### src/rtl/sseg_pkg.sv
// Shared types and constants for the seven-segment display path.
// Covers the binary-to-BCD front end and the digit driver it feeds.
package sseg_pkg;

  localparam int BIN_WIDTH  = 14;
  localparam int DEC_MAX    = 9999;
  localparam int NUM_DIGITS = 4;

  typedef enum logic [1:0] {
    IDLE  = 2'd0,
    SHIFT = 2'd1,
    DONE  = 2'd2
  } bcd_state_t;

  typedef logic [3:0] bcd_digit_t;

endpackage

### src/rtl/bcd_add3.sv
// Double-dabble nibble correction: adds 3 to a BCD nibble of 5 or more.
// The add is 4 bits wide, so no carry leaves the nibble.
module bcd_add3
  import sseg_pkg::*;
(
  input  bcd_digit_t value,
  output bcd_digit_t adjusted
);

  assign adjusted = (value >= 4'd5) ? value + 4'd3 : value;

endmodule

### src/rtl/bin2bcd_seq.sv
// Sequential 14-bit binary to four-digit BCD converter using shift-and-add-3.
// Digit registers change only on entry to DONE, so the display never sees partial results.
module bin2bcd_seq #(
  parameter int BIN_WIDTH = sseg_pkg::BIN_WIDTH,
  parameter int DEC_MAX   = sseg_pkg::DEC_MAX
) (
  input  logic                   clk,
  input  logic                   rst_n,
  input  logic                   start,
  input  logic [BIN_WIDTH-1:0]   bin,
  output logic                   busy,
  output logic                   done,
  output logic                   overflow,
  output logic [3:0]             digit3,
  output logic [3:0]             digit2,
  output logic [3:0]             digit1,
  output logic [3:0]             digit0,
  output sseg_pkg::bcd_state_t   state_dbg
);

  import sseg_pkg::*;

  // The extra top bit absorbs the fifth decimal digit of values above 9999,
  // so the four low nibbles are never corrupted by an out-of-range input.
  localparam int ACC_W = 4 * NUM_DIGITS + 1;
  localparam int CNT_W = $clog2(BIN_WIDTH + 1);
  localparam int SR_W  = ACC_W + BIN_WIDTH;

  bcd_state_t           state_q, state_d;
  logic [ACC_W-1:0]     acc_q;
  logic [BIN_WIDTH-1:0] shr_q;
  logic [CNT_W-1:0]     cnt_q;
  logic                 ovf_pend_q;

  logic [ACC_W-1:0]     acc_adj;
  logic [SR_W-1:0]      sr_cur;
  logic [SR_W-1:0]      sr_next;
  logic [ACC_W-1:0]     acc_next;
  logic [BIN_WIDTH-1:0] shr_next;
  logic                 capture;
  logic                 step;
  logic                 last_step;
  logic                 finish;

  for (genvar g = 0; g < NUM_DIGITS; g++) begin : g_add3
    bcd_add3 u_add3 (
      .value    (acc_q[4*g +: 4]),
      .adjusted (acc_adj[4*g +: 4])
    );
  end
  assign acc_adj[ACC_W-1] = acc_q[ACC_W-1];

  assign sr_cur              = {acc_adj, shr_q};
  assign sr_next             = sr_cur << 1;
  assign acc_next            = sr_next[SR_W-1 -: ACC_W];
  assign shr_next            = sr_next[BIN_WIDTH-1:0];

  // Handshake: start is a request accepted on any edge where the FSM is in IDLE
  // or DONE (busy low); done is a one-cycle response marking the digits valid.
  assign capture   = start && ((state_q == IDLE) || (state_q == DONE));
  assign step      = (state_q == SHIFT);
  assign last_step = (cnt_q == CNT_W'(1));
  assign finish    = step && last_step;
  assign state_dbg = state_q;

  always_comb begin
    state_d = state_q;
    busy    = 1'b0;
    done    = 1'b0;
    case (state_q)
      IDLE: begin
        if (start) state_d = SHIFT;
      end
      SHIFT: begin
        busy = 1'b1;
        if (last_step) state_d = DONE;
      end
      DONE: begin
        done    = 1'b1;
        state_d = start ? SHIFT : IDLE;
      end
      default: state_d = IDLE;
    endcase
  end

  always_ff @(posedge clk or negedge rst_n) begin
    if (!rst_n) state_q <= IDLE;
    else        state_q <= state_d;
  end

  always_ff @(posedge clk or negedge rst_n) begin
    if (!rst_n) begin
      acc_q      <= '0;
      shr_q      <= '0;
      cnt_q      <= '0;
      ovf_pend_q <= 1'b0;
    end else if (capture) begin
      acc_q      <= '0;
      shr_q      <= bin;
      cnt_q      <= CNT_W'(BIN_WIDTH);
      ovf_pend_q <= (int'(bin) > DEC_MAX);
    end else if (step) begin
      acc_q      <= acc_next;
      shr_q      <= shr_next;
      cnt_q      <= cnt_q - CNT_W'(1);
    end
  end

  // Saturation comes from the compare taken at capture, not the accumulator.
  always_ff @(posedge clk or negedge rst_n) begin
    if (!rst_n) begin
      digit3   <= '0;
      digit2   <= '0;
      digit1   <= '0;
      digit0   <= '0;
      overflow <= 1'b0;
    end else if (finish) begin
      overflow <= ovf_pend_q;
      if (ovf_pend_q) begin
        digit3 <= 4'd9;
        digit2 <= 4'd9;
        digit1 <= 4'd9;
        digit0 <= 4'd9;
      end else begin
        digit3 <= acc_next[15:12];
        digit2 <= acc_next[11:8];
        digit1 <= acc_next[7:4];
        digit0 <= acc_next[3:0];
      end
    end
  end

endmodule

### config.mk
export PLATFORM = sky130hd
export DESIGN_NAME = bin2bcd_seq
export DESIGN_NICKNAME = d
export VERILOG_FILES = /design/src/rtl/sseg_pkg.sv /design/src/rtl/bcd_add3.sv /design/src/rtl/bin2bcd_seq.sv
export SDC_FILE = /design/constraint.sdc
export NUM_CORES = 1
export LEC_CHECK = 0
export BUFFER_PORTS_ARGS = -buffer_cell sky130_fd_sc_hd__buf_4
export CAP_MARGIN = 20
export CORE_ASPECT_RATIO = 0.5
export CORE_UTILIZATION = 56
export CTS_CLUSTER_SIZE = 25
export DETAILED_ROUTE_END_ITERATION = 12
export GPL_ROUTABILITY_DRIVEN = 0
export PLACE_DENSITY = 0.76
export SYNTH_ARGS = -nofsm -noshare
export SYNTH_HDL_FRONTEND = slang
export SYNTH_SLANG_ARGS = --single-unit
### constraint.sdc
create_clock -name clk -period 1.9 [get_ports clk]
set_clock_uncertainty 0.15 [all_clocks]
set_input_delay 0.19 -clock clk [delete_from_list [all_inputs] [get_ports clk]]
set_output_delay 0.19 -clock clk [all_outputs]
set_load 0.05 [all_outputs]
# ---- Word-level counts from Yosys, hierarchy flattened
# Index checks and enable logic that the tools add are counted.
dict set report totals {
  ff_bits 54
  word_cells 51
}
dict set report classes {
  add_sub_neg 5
  order_cmp 5
  eq_ne 5
  n_mux 20
  reduce_logical 6
}
# op count
set op_table {}
lappend op_table {{$mux W4} 9}
lappend op_table {{$mux W16} 2}
lappend op_table {{$mux W14} 2}
lappend op_table {{$ge A4 B3 Y1 const B} 4}
lappend op_table {{$gt A14 B14 Y1 const B} 1}
lappend op_table {{$add A4 B2 Y4 const B} 3}
lappend op_table {{$pmux W2 S3} 1}
lappend op_table {{$eq A4 B1 Y1 const B} 1}
lappend op_table {{$mux W2} 2}
lappend op_table {{$sub A4 B1 Y4 const B} 1}
lappend op_table {{$add A3 B2 Y3 const B} 1}
lappend op_table {{$mux W1} 3}
lappend op_table {{$mux W3} 1}
lappend op_table {{$eq A2 B1 Y1 const B} 1}
lappend op_table {{$eq A2 B2 Y1 const B} 1}
lappend op_table {{$logic_and A1 B1 Y1} 2}
lappend op_table {{$logic_not A2 Y1} 1}
lappend op_table {{$ne A2 B1 Y1 const B} 1}
lappend op_table {{$ne A2 B2 Y1 const B} 1}
lappend op_table {{$reduce_and A2 Y1} 1}
lappend op_table {{$reduce_bool A2 Y1} 1}
lappend op_table {{$logic_or A1 B1 Y1} 1}

# ---- Logic depth before layout (Yosys ltp)
dict set report depth {
  depth_word 4
  mapped_depth 7
}

# ---- Hierarchy
# A second synthesis with hierarchy kept.
dict set report unflattened {
  hier_cells 267
  hier_area_um2 2672.6
}
# module instances cells_each area_each_um2 seq_area_each_um2
set modules_own_cells {}
lappend modules_own_cells {bin2bcd_seq 1 203 2267.2 1351.3}
lappend modules_own_cells {bcd_add3 4 16 101.3 0.0}

# ---- Least setup slack after synthesis
# Ideal clock, no wire load.
dict set report synth_timing {
  kind {register to register}
  start {register state_q[1], in the netlist state_dbg[1]}
  end {register cnt_q[1]}
  setup_ps 164
  arrival_time_ps 1701
  path_slack_ps -115
  path_stages_with_launch 5
  path_buffers 1
  path_cell_list {dfrtp_1 > nand2b_1 > inv_2 > clkbuf_1 > a22oi_1}
}
dict set report synth_between {
  elab_chain_len 4
  word_cells_on_any_way 7
  classes_between {eq/ne (2); mux (1); reduce/logical (4)}
}
# element line
set synth_rtl {}
lappend synth_rtl {{start, declared} bin2bcd_seq.sv:29} ;# bcd_state_t state_q, state_d;
lappend synth_rtl {{start signal, assigned} bin2bcd_seq.sv:88} ;# else state_q <= state_d;
lappend synth_rtl {{$eq A2 B2 Y1 / $logic_not A2 Y1 (equally long branches)} bin2bcd_seq.sv:60} ;# assign capture = start && ((state_q == IDLE) || (state_q == DONE));
lappend synth_rtl {{$logic_or A1 B1 Y1} bin2bcd_seq.sv:60}
lappend synth_rtl {{$logic_and A1 B1 Y1} bin2bcd_seq.sv:60}
lappend synth_rtl {{$mux W4 / $reduce_bool A2 Y1 (equally long branches)} -}
lappend synth_rtl {{end signal, assigned} bin2bcd_seq.sv:100} ;# cnt_q <= CNT_W'(BIN_WIDTH);
lappend synth_rtl {{end signal, assigned} bin2bcd_seq.sv:105} ;# cnt_q <= cnt_q - CNT_W'(1);
lappend synth_rtl {{end, declared} bin2bcd_seq.sv:32} ;# logic [CNT_W-1:0] cnt_q;
# Parallel ways exist; a longest one is shown, timed or not.
# A chain may end at the register's enable or synchronous reset.

# ---- Worst setup path after layout
dict set report layout_timing {
  start {register state_q[1], in the netlist state_dbg[1]}
  end {output busy}
}
dict set report layout_between {
  elab_chain_len 2
}
# element line
set layout_rtl {}
lappend layout_rtl {{$eq A2 B1 Y1} bin2bcd_seq.sv:70} ;# case (state_q)
lappend layout_rtl {{$mux W1} bin2bcd_seq.sv:70}
lappend layout_rtl {{end, declared} bin2bcd_seq.sv:11} ;# output logic busy,
# Every way passes these cells.

==> results.json <==
{
  "syn_area_sq_um": 2490,
  "drtIter0Drc": 108,
  "clock_pin_slew_reported_for_the_worst_setup_and_hold_paths_after_clock_tree_synthesis_ps": 90,
  "synth_top_cells_by_area": "dfrtp_1, a22o_1, nand2_1",
  "core_area_sq_um": 4080,
  "normalized_max_slew_margin": 0.561,
  "track_usage": 0.257,
  "timing.final.crit_period_ps": 1810,
  "diodes": 0,
  "setup_total_negative_slack_ps": 0,
  "grt_max_degree": 55,
  "criticalPathCategory": "flop to primary output",
  "capturing_element_type_of_the_critical_path": "primary output",
  "synthDominantCellAreaShare": 0.544,
  "finalMaxSlewViolations": 0,
  "postCtsSetupRepairBufs": 0,
  "insertion_delay_ps": 300,
  "critical_path.cell_chain": "nand2b_1, inv_2, buf_4, buf_4",
  "critical_path.startpoint_type": "flop",
  "globalRoute.totalOverflow": 0,
  "cts.htree.levels": 2,
  "via_per_inst": 5.59,
  "flip_flop_and_latch_count_after_synthesis": 54,
  "wire_length_per_cell_microns": 15.1,
  "rsz_0062_raised_after_global_routing": "no",
  "drt_pass1_iterations": 4,
  "netlist_instances": 243,
  "grt_pass1_wl_mm": 9.10,
  "placement.setup.worst_slack_ps": 65.3,
  "synth.largest_area_cell": "dfrtp_1",
  "number_of_enable_type_register_cells_in_the_synthesized_netlist": 0,
  "synthMostInstantiatedCell": "dfrtp_1",
  "floorplan.die_area_sq_um": 4730,
  "area_delta_synth_final_pct": 25.8,
  "avgSynthCellArea_sq_um": 10.2,
  "timing.max_cap.violations": 0,
  "max_stage_delay_ps": 410,
  "synth_common_cells": "dfrtp_1, nand2_1, a22o_1",
  "cts-root-buf": "clkbuf_8",
  "crit_required_ps": 1560,
  "io_buffer_count": 37,
  "asyncSetResetFlopFracSynth": 1.00,
  "io_pins": 38,
  "finalSetupViolCount": 0,
  "initial_utilization": 0.609,
  "place.detailed.hpwl_mm": 3.50,
  "worst_pin_slew_ps": 659,
  "antenna_violating_nets_post_route": 0,
  "routed-via-count": 1984,
  "antenna_found_initial": 0,
  "critical_path_peak_fanout": 22,
  "tritoncts.num_buffers": 5,
  "syn_nets": 270,
  "slowest_stage_cell_on_the_critical_path": "dfrtp_1",
  "die_width_microns": 96.2,
  "fin_crit_share": 0.955,
  "cts_buffer_depth": 2,
  "nets_finish": 327,
  "outcome": "finished, final reports clean",
  "worst_path_dominant_cell_family": "buffers and inverters",
  "numClockSinks": 54,
  "whs_ps": 29.5,
  "min-delay-path-class": "input pin to flop",
  "num-fill-cells": 270,
  "static-leakage-power_nw": 1.50,
  "p_per_area_nw_per_um2": 1890,
  "placementRows": 16,
  "max_clock_freq_ghz": 0.551,
  "synth_cell_type_count": 27,
  "ir_drop_uv": 969,
  "hold_viol": 0,
  "die_h_microns": 49.1,
  "route.final.wire_length_mm": 5.35,
  "cts_tree": "yes",
  "synthesis.yosys.warnings": 0,
  "part_of_the_yosys_area_used_for_sequential_elements": 0.544,
  "cp_num_buf_inv": 3,
  "drc": 0,
  "drive_above_1_share": 0.193,
  "dominantRegCellSynth": "dfrtp_1",
  "worst_slack_ps": 86.2,
  "cp_data_arrival_time_ps": 1470,
  "grt_pass1_vias": 1975,
  "cpMostUsedCell": "buf_4"
}
## tightest hold or removal path, cell delays in order
cell,delay (ps)
buf_4,80
nand2b_1,100
nand2_1,80
## final timing paths
| kind | start | to | slack, ps | cells after the start |
|---|---|---|---|---|
| worst max-delay path | state_dbg[1]$_DFFE_PN0P_ | busy | 90 | 4 |
| worst min-delay path | start | cnt_q[3]$_DFFE_PN0P_ | 30 | 3 |
| worst max register to register | acc_q[0]$_DFFE_PN0P_ | digit0[2]$_DFFE_PN0P_ | 100 | 6 |
| worst min register to register | shr_q[8]$_DFFE_PN0P_ | shr_q[8]$_DFFE_PN0P_ | 330 | 2 |
| max in group asynchronous | rst_n | cnt_q[0]$_DFFE_PN0P_ | 850 | 2 |
| min in group asynchronous | rst_n | digit1[2]$_DFFE_PN0P_ | 310 | 2 |
## routing by layer
layer	vias to the layer above	routed length, microns	track usage
met5	-	0	0
met4	0	42	0.0672
met3	6	241	0.0623
met2	52	2540	0.407
met1	965	2530	0.356
li1	961	-	-
## layout make-up
cell class              count  area (sq um)  area share
clock inverters             1          30.0     0.00960
well taps                  54          67.6      0.0216
repair buffers             61           508       0.162
multi-input cells         166          1040       0.334
inverters                  12          48.8      0.0156
clock buffers               7          76.3      0.0244
flip-flops and latches     54          1350       0.432
## per-stage QoR
step	util	instances	cell area, sq um	total power [mW]
floorplan	-	243	2490	4.24
global placement	0.700	332	2860	5.00
detailed placement	0.700	332	2860	5.13
CTS	0.763	355	3120	5.92
global route	0.766	355	3130	6.34
finish	0.766	355	3130	5.92
## layout by cell type (no fill, tap or decap), drive strengths merged, types with 6 or more instances in the layout
master,synthesis,layout
a21oi,11,11
buf,8,46
clkbuf,3,7
nand2,41,41
dfrtp,54,54
a22oi,13,13
nand2b,6,6
o21ai,16,16
inv,11,11
dlygate4sd3,0,15
a22o,18,18
nor2,14,14
ha,10,10
nor3b,8,8
## cell families after synthesis
family	count (synthesis)	share of synthesized area
buf+inv	23	0.0403
fa+ha+maj	10	0.0503
xor+xnor	5	0.0176
compound gates	62	0.171
flops	54	0.544
simple gates	84	0.157
mux	5	0.0201
## power breakdown
group / switching [mW] / leakage, nW / internal [mW]
Clock: 0.361 / 0.0524 / 0.395
Sequential: 0.451 / 0.667 / 1.69
Combinational: 1.84 / 0.782 / 1.18
## what timing repair did
item,in CTS,in global routing
gates resized for setup,0,4
hold buffers,15,0
hold endpoints to repair,68,0
endpoints found under the setup margin,0,11
## registers in the layout, summed over array words and instances, names as in the netlist
name,cells
digit1,4
digit3,4
state_dbg,2
acc_q,16
shr_q,14
overflow,1
ovf_pend_q,1
digit2,4
digit0,4
cnt_q,4
Note: power is estimated with default switching activity, not from simulation.
